[config.mk]
export PLATFORM = sky130hd
export DESIGN_NAME = reg_bank32
export DESIGN_NICKNAME = d
export VERILOG_FILES = /design/src/rtl/rv_regs_pkg.sv /design/src/rtl/decoder5to32.sv /design/src/rtl/reg_bank32.sv
export SDC_FILE = /design/constraint.sdc
export NUM_CORES = 1
export LEC_CHECK = 0
export BUFFER_PORTS_ARGS = -buffer_cell sky130_fd_sc_hd__buf_2
export CORE_AREA = 2 2 431 433
export CTS_CLUSTER_DIAMETER = 150
export DETAILED_ROUTE_END_ITERATION = 16
export DIE_AREA = 0 0 433 435
export SYNTH_ARGS = -nofsm -noshare
export SYNTH_HDL_FRONTEND = slang
export SYNTH_SLANG_ARGS = --single-unit
export TNS_END_PERCENT = 10
[constraint.sdc]
create_clock -name clk -period 1.38 [get_ports clk]
set_clock_uncertainty 0.05 [all_clocks]
set_input_delay 0.069 -clock clk [delete_from_list [all_inputs] [get_ports clk]]
set_output_delay 0.069 -clock clk [all_outputs]
set_load 0.05 [all_outputs]
[src/rtl/rv_regs_pkg.sv]
// Shared register-file sizing: entry count, index width and index type.
package rv_regs_pkg;
  localparam int NUM_REGS = 32;
  localparam int IDX_W    = 5;

  typedef logic [IDX_W-1:0] reg_idx_t;
endpackage

[src/rtl/decoder5to32.sv]
// Index-to-one-hot decode with enable; all zeros when disabled.
module decoder5to32
  import rv_regs_pkg::*;
(
  input  reg_idx_t              idx,
  input  logic                  en,
  output logic [NUM_REGS-1:0]   onehot
);

  always_comb begin
    onehot = '0;
    if (en) onehot[idx] = 1'b1;
  end

endmodule

[src/rtl/reg_bank32.sv]
// 32-entry register bank with per-entry pending-write scoreboard and a sticky
// flag for writebacks that arrive without a matching claim. Entry 0 reads as 0.
module reg_bank32
  import rv_regs_pkg::*;
#(
  parameter int width = 32
) (
  input  logic                               clk,
  input  logic                               rst_n,
  input  logic                               alloc_valid,
  input  reg_idx_t                           alloc_idx,
  input  logic                               wb_valid,
  input  reg_idx_t                           wb_idx,
  input  logic [width-1:0]                   wb_data,
  input  logic                               flush,
  output logic [NUM_REGS-1:0][width-1:0]     entries,
  output logic [NUM_REGS-1:0]                busy,
  output logic                               wb_err
);

  logic [NUM_REGS-1:0]          wb_we;
  logic [NUM_REGS-1:0]          alloc_set;
  logic [NUM_REGS-1:0]          busy_q;
  logic [NUM_REGS-1:0]          busy_nxt;
  logic [NUM_REGS-1:1][width-1:0] regs;
  logic                         err_q;
  logic                         err_set;

  decoder5to32 u_wb_dec (
    .idx    (wb_idx),
    .en     (wb_valid),
    .onehot (wb_we)
  );

  decoder5to32 u_alloc_dec (
    .idx    (alloc_idx),
    .en     (alloc_valid),
    .onehot (alloc_set)
  );

  // Entry 0 has no storage at all, so it cannot be written.
  always_ff @(posedge clk or negedge rst_n) begin
    if (!rst_n) begin
      regs <= '0;
    end else begin
      for (int i = 1; i < NUM_REGS; i++) begin
        if (wb_we[i]) regs[i] <= wb_data;
      end
    end
  end

  assign entries = {regs, {width{1'b0}}};

  // Claim is applied after the writeback clear so a same-index claim wins.
  always_comb begin
    busy_nxt = '0;
    if (!flush) busy_nxt = (busy_q & ~wb_we) | alloc_set;
    busy_nxt[0] = 1'b0;
  end

  assign err_set = wb_valid && (wb_idx != '0) && !busy_q[wb_idx] && !flush;

  always_ff @(posedge clk or negedge rst_n) begin
    if (!rst_n) begin
      busy_q <= '0;
      err_q  <= 1'b0;
    end else begin
      busy_q <= busy_nxt;
      if (err_set) err_q <= 1'b1;
    end
  end

  assign busy   = busy_q;
  assign wb_err = err_q;

endmodule

==> out/metrics.cfg, run 1 <==
[run_status]
status=complete, but fails checks
violations=hold timing, setup timing

[timing]
finalSetupTns_ps=-44480
max_freq_mhz=643
period_share=1.13
finalHoldViolCount=1
fin_ws_ps=-175
rsz0062_at_grt=yes
worst_slew_pin_slew_ps=1030
min_period_ps=1550
relSlewSlack=0.316
hold_slack_ps=-8.06
finalMaxSlewViolations=0
setup-violations-final=1053

[die]
io_pins=1104
die_h_um=435
die_x_um=433
dieArea_um2=188000
row_count=158
initial_core_util=0.212
coreArea_um2=184000

[cts]
cts-buffers-inserted=110
clkSinkCount=1024
cts_root_buffer=clkbuf_16
clk_pin_slew_worst_paths_ps=70
cts_tree=built
htree_levels=3
clock_path_buffers=3
clock_latency_ps=730

[critical_path]
crit_type=reg2reg
arrival_ps=2130
endpoint_kind=flop
cp_top_family=simple AND/OR/NAND/NOR gates
crit_slowest_cell=or4_4
cp_data_required_time_ps=1950
crit_fanout=2
slowest_delay_ps=480
critical_path_buf_inv_count=0
critPathLaunchType=flop
path_cells=mux4_2, nor2b_2, or4_4, a41o_1

[yosys]
yosys-top-cells-area=dfrtp_1, mux2_2, buf_2
synth_cells=2423
ys_seq_elements=1024
synth_edf_count=0
async_flop_share=1.00
synth_flop_cell=dfrtp_1
yosysWarnings=0
postSynthAreaPerCell_um2=16.1
ys_seq_area_frac=0.656
yosysUniqueCellTypes=37
synth_top_area_share=0.656
yosysTopAreaCell=dfrtp_1
synth_area_um2=39000

[drt]
first_iter_violations=1296
vias_per_cell=4.19
wirelength_met1_um=59800
detail_route.first_pass.iterations=4
route.met3.wl_um=10300
vias=26275
totalWireLength_um=158000
post_drt_wl_per_cell_um=25.2
top_layer_used=met5
antenna_left=0
dr_wl_met2_um=80300
drc=0

[global_route]
grt_antenna_before_repair=15
grt.overflow.total=0
grt_pass1_wl_um=218000
grt_max_degree=67
track_usage=0.163
grt_pass1_vias=27408

[final_layout]
layout.cells.non_filler=6264
nets=3738
drive_above_1_share=0.672
syn2layout_area_growth_pct=48.8

[place]
place_congestion=0.803
hpwl_um=110000
numPlacedInstances=5964
port_buffers=1070

[worst_hold_path]
hold_path_class=in2reg

[pwr]
p_leak_nw=28.0
peakVddDrop_mv=1.21
power.density_nw_per_um2=1910

[run]
maxCapViolCount=0

-- synthesized netlist by cell type, types with 6 or more instances --
cell type  count
dfrtp_1     1024
mux2_2       987
clkbuf_1     106
buf_2         87
buf_4         34
nor2_1        31
nand2_1       29
a22oi_1       17
a21oi_1       16
o21ai_0       16
buf_6          9
and3b_1        6
mux2_1         6
nor3b_1        6
-- metal layers --
layer,vias up,GRT usage
li1,10983,-
met1,14052,0.187
met2,964,0.285
met3,270,0.0379
met4,6,0.0718
met5,-,0
-- state kept, by name, summed over array words and instances (netlist names) --
| signal | cells |
|---|---|
| busy | 31 |
| wb_err | 1 |
| entries | 992 |
-- cell usage in the layout (no fill, tap or decap), types with 21 or more instances in the layout --
master	instances
buf_2	456
dfrtp_1	1014
clkbuf_1	24
buf_12	97
conb_1	33
dlygate4sd3_1	41
clkbuf_16	114
buf_4	154
clkbuf_8	21
mux2_4	73
buf_6	601
mux2_2	914
-- per-stage QoR --
step	area [um2]	util	hold WS [ps]	setup WS, ps	power (mW)
finish	58100	0.316	-8.06	-175	111
CTS	56300	0.306	-95.1	-262	110
global placement	49300	0.268	-13.1	-686	75.2
floorplan	39500	-	-277	-267	65.1
detailed placement	49300	0.268	-15.5	-677	75.6
global route	58100	0.316	-31.6	-242	115
-- what timing repair did --
action,4_1_cts,5_1_grt
pin swaps,0,3
hold endpoints to repair,1527,67
hold buffers,41,4
gates resized for setup,782,794
buffers inserted,35,16
cloned,0,1
setup endpoints to repair,1025,1864
-- kinds of logic after synthesis --
logic type,count (synthesis),share of synthesized area
AOI/OAI and AO/OA,57,0.00904
buffers and inverters,238,0.0307
DFF,1024,0.656
muxes,1002,0.290
other,1,0.0000960
and+or+nand+nor,101,0.0139
-- area by class of cell --
class	instances	area (um2)
clock inverters	43	574
well taps	2480	3100
fillers	18156	126000
multi-input cells	1193	12800
flip-flops and latches	1024	25600
repair buffers	1362	12800
clock buffers	158	3210
diodes	4	10.0
-- worst paths after layout --
kind                               from           end  slack, ps  depth (start not counted)
max                            busy[17]        wb_err       -170                          4
min in group asynchronous         rst_n  entries[337]        420                          4
min                           wb_idx[3]       busy[4]         -8                          6
max reg2reg                    busy[17]        wb_err       -170                          4
min reg2reg                entries[388]  entries[388]        440                          1
max in group asynchronous         rst_n  entries[926]        130                          6
-- where the power goes --
part / internal, mW / switching (mW) / total [mW]
Clock: 18.0 / 12.9 / 30.9
Combinational: 13.0 / 27.9 / 40.9
Sequential: 35.7 / 3.65 / 39.4
-- worst register-to-register path, delay by kind of cell, from the launching register on --
kind            cells  cell delay (ps)
simple gates        2              530
flops               1              370
mux                 1              280
compound gates      1              230
No activity file was read; power rests on OpenSTA's default activity.
==> run 2, diff against run 1 <==
GPL_ROUTABILITY_DRIVEN = 0   (was unset)
clock period = 1.5 ns   (was 1.38 ns; I/O delays follow)
==> run 2 against run 1 <==
Compared with the run above:
- setup slack better by 55 ps
- die area stayed put
- total power is 8.6% lower
- first-iteration DRC count decreased by 5.9%
- via count down 0.72%
- non-clock buffer count shrank 18
- critical path depth rose by 3
- sequential power is 7.9% lower
- hold slack better by 69 ps
- the run ends with setup timing left
- global-route usage decreased by 0.19 points
- design area is 0.74% lower
==> out/metrics.cfg, run 2 (synthesis gave the netlist of run 1 again) <==
[critical_path]
timing.rr.end=wb_err
cp_data_required_time_ps=2040  ; +90 ps
critPathLaunchType=input pin
rr_worst_depth=5  ; +1
crit_fanout=26  ; +24
timing.rr.start=busy[18]
crit_top_cell=buf_12
arrival_ps=2160  ; +30 ps
crit_slowest_cell=dlygate4sd3_1
path_cells=dlygate4sd3_1, buf_2, or3b_4, buf_12, nor2_4, buf_12, mux2_2
slowest_delay_ps=560  ; +80 ps
r2r_slack_ps=-90  ; +80 ps
endpoint_kind=flop
crit_type=in2reg

[die]
die_h_um=435  ; unchanged
dieArea_um2=188000  ; unchanged
io_pins=1104  ; unchanged
die_x_um=433  ; unchanged
initial_core_util=0.212  ; unchanged
row_count=158  ; unchanged
coreArea_um2=184000  ; unchanged

[pwr]
swShare=0.402  ; +0.00318
peakVddDrop_mv=1.28  ; +5.4%
p_comb_frac=0.369  ; about the same
power.density_nw_per_um2=1760  ; -8.0%
p_sw_mw=40.9  ; -7.9%
p_seq_frac=0.357  ; +0.003
p_leak_nw=27.8  ; -0.98%
power_frac_clock=0.274  ; -0.004
p_int_mw=60.7  ; -9.1%

[run]
maxCapViolCount=0  ; unchanged

[timing]
rsz0062_at_grt=yes
relSlewSlack=0.303  ; -0.0131
setup-violations-final=176  ; -83%
finalMaxSlewViolations=0  ; unchanged
finalSetupTns_ps=-7180  ; +37290 ps
max_freq_mhz=617
finalHoldViolCount=0  ; -1
min_period_ps=1620
worst_slew_pin_slew_ps=1050  ; +19.7 ps
fin_ws_ps=-120  ; +55.2 ps
period_share=1.08

[final_layout]
final_common_cell=dfrtp_1
nets=3722  ; -0.43%
largest_register_ffs=992  ; unchanged
layout.cells.non_filler=6257  ; -0.11%
layout_common_cells=dfrtp_1, mux2_2, buf_6
drive_above_1_share=0.671  ; -0.00139
nFillCells=18212  ; +0.31%
finish.utilization=0.313  ; -0.00234
syn2layout_area_growth_pct=47.7

[run_status]
status=complete, but fails checks
violations=setup timing

[cts]
clkSinkCount=1024  ; unchanged
cts-buffers-inserted=112  ; +1.8%
cts_root_buffer=clkbuf_16
clock_path_buffers=3  ; unchanged
clock_latency_ps=730  ; about the same
clk_pin_slew_worst_paths_ps=60  ; about the same
cts_tree=built
htree_levels=3  ; unchanged

[global_route]
grt_pass1_vias=27479  ; +0.26%
grt.overflow.total=0  ; unchanged
grt_max_degree=64  ; -4.5%
grt_antenna_before_repair=21  ; +6
track_usage=0.161  ; -0.00187
grt_pass1_wl_um=215000  ; -1.1%

[worst_hold_path]
hold_path_class=in2async

[place]
hpwl_um=109000  ; -0.89%
dp_slack_ps=-294  ; +382 ps
numPlacedInstances=5947  ; -0.29%
port_buffers=1070  ; unchanged

[drt]
vias=26087  ; -0.72%
first_iter_violations=1220  ; -5.9%
vias_per_cell=4.17  ; -0.60%
detail_route.first_pass.iterations=5  ; +1
totalWireLength_um=160000  ; +1.3%
post_drt_wl_per_cell_um=25.5  ; +1.4%
drc=0  ; unchanged
antenna_left=0  ; unchanged

run 2: how the worst max path moves through the flow:
stage	from	to	depth (start not counted)
after floorplan	busy[17]	wb_err	4
after global placement	wb_idx[1]	entries[402]	5
after detailed placement	wb_idx[1]	entries[402]	5
after CTS	busy[1]	busy[1]	2
after global routing	busy[18]	wb_err	5
final	wb_idx[0]	entries[648]	7
run 2: what timing repair did:
item	CTS	global route
pin swaps	0	3
gates cloned	0	5
setup buffers	32	21
endpoints found under the setup margin	1025	1275
hold buffers	36	0
hold endpoints to repair	1389	0
resized for setup	775	817
run 2: per-stage QoR:
| stage | cell area [um2] | total power, mW | hold WS, ps |
|---|---|---|---|
| CTS | 55600 | 100 | 10.6 |
| detailed placement | 48800 | 69.2 | -37.4 |
| global route | 57600 | 105 | 27.5 |
| global placement | 48800 | 68.8 | -39.4 |
| finish | 57700 | 102 | 60.5 |
| floorplan | 39200 | 59.6 | -271 |
run 2: worst max-delay path, delay by kind of cell:
family	cells	cell delay, ps
buf+inv	4	1090
simple gates	2	560
mux	1	370
run 2: area by class of cell:
class	instances	area, um2	area share
sequential	1024	25600	0.445
multi-input combinational	1193	12500	0.217
timing repair buffer	1344	12700	0.220
antenna	13	32.5	0.000564
clock inverter	38	443	0.00768
tap	2480	3100	0.0538
clock buffer	165	3300	0.0573
run 2: routing by layer:
| metal | global-route usage | wire length, um | vias to the layer above |
|---|---|---|---|
| met5 | 0 | 35 | - |
| met4 | 0.0730 | 6880 | 8 |
| met3 | 0.0375 | 10400 | 288 |
| met2 | 0.280 | 81000 | 1013 |
| met1 | 0.186 | 61400 | 13844 |
| li1 | - | - | 10934 |
run 2: power groups by stage:
| stage | sequential, mW | combinational (mW) | clock [mW] |
|---|---|---|---|
| after CTS | 35.8 | 35.8 | 28.6 |
| final | 36.3 | 37.4 | 27.9 |
| after global placement | 35.6 | 33.2 | 0 |
| after global routing | 36.8 | 38.5 | 29.7 |
| after floorplan | 54.4 | 5.24 | 0 |
| after detailed placement | 35.8 | 33.4 | 0 |
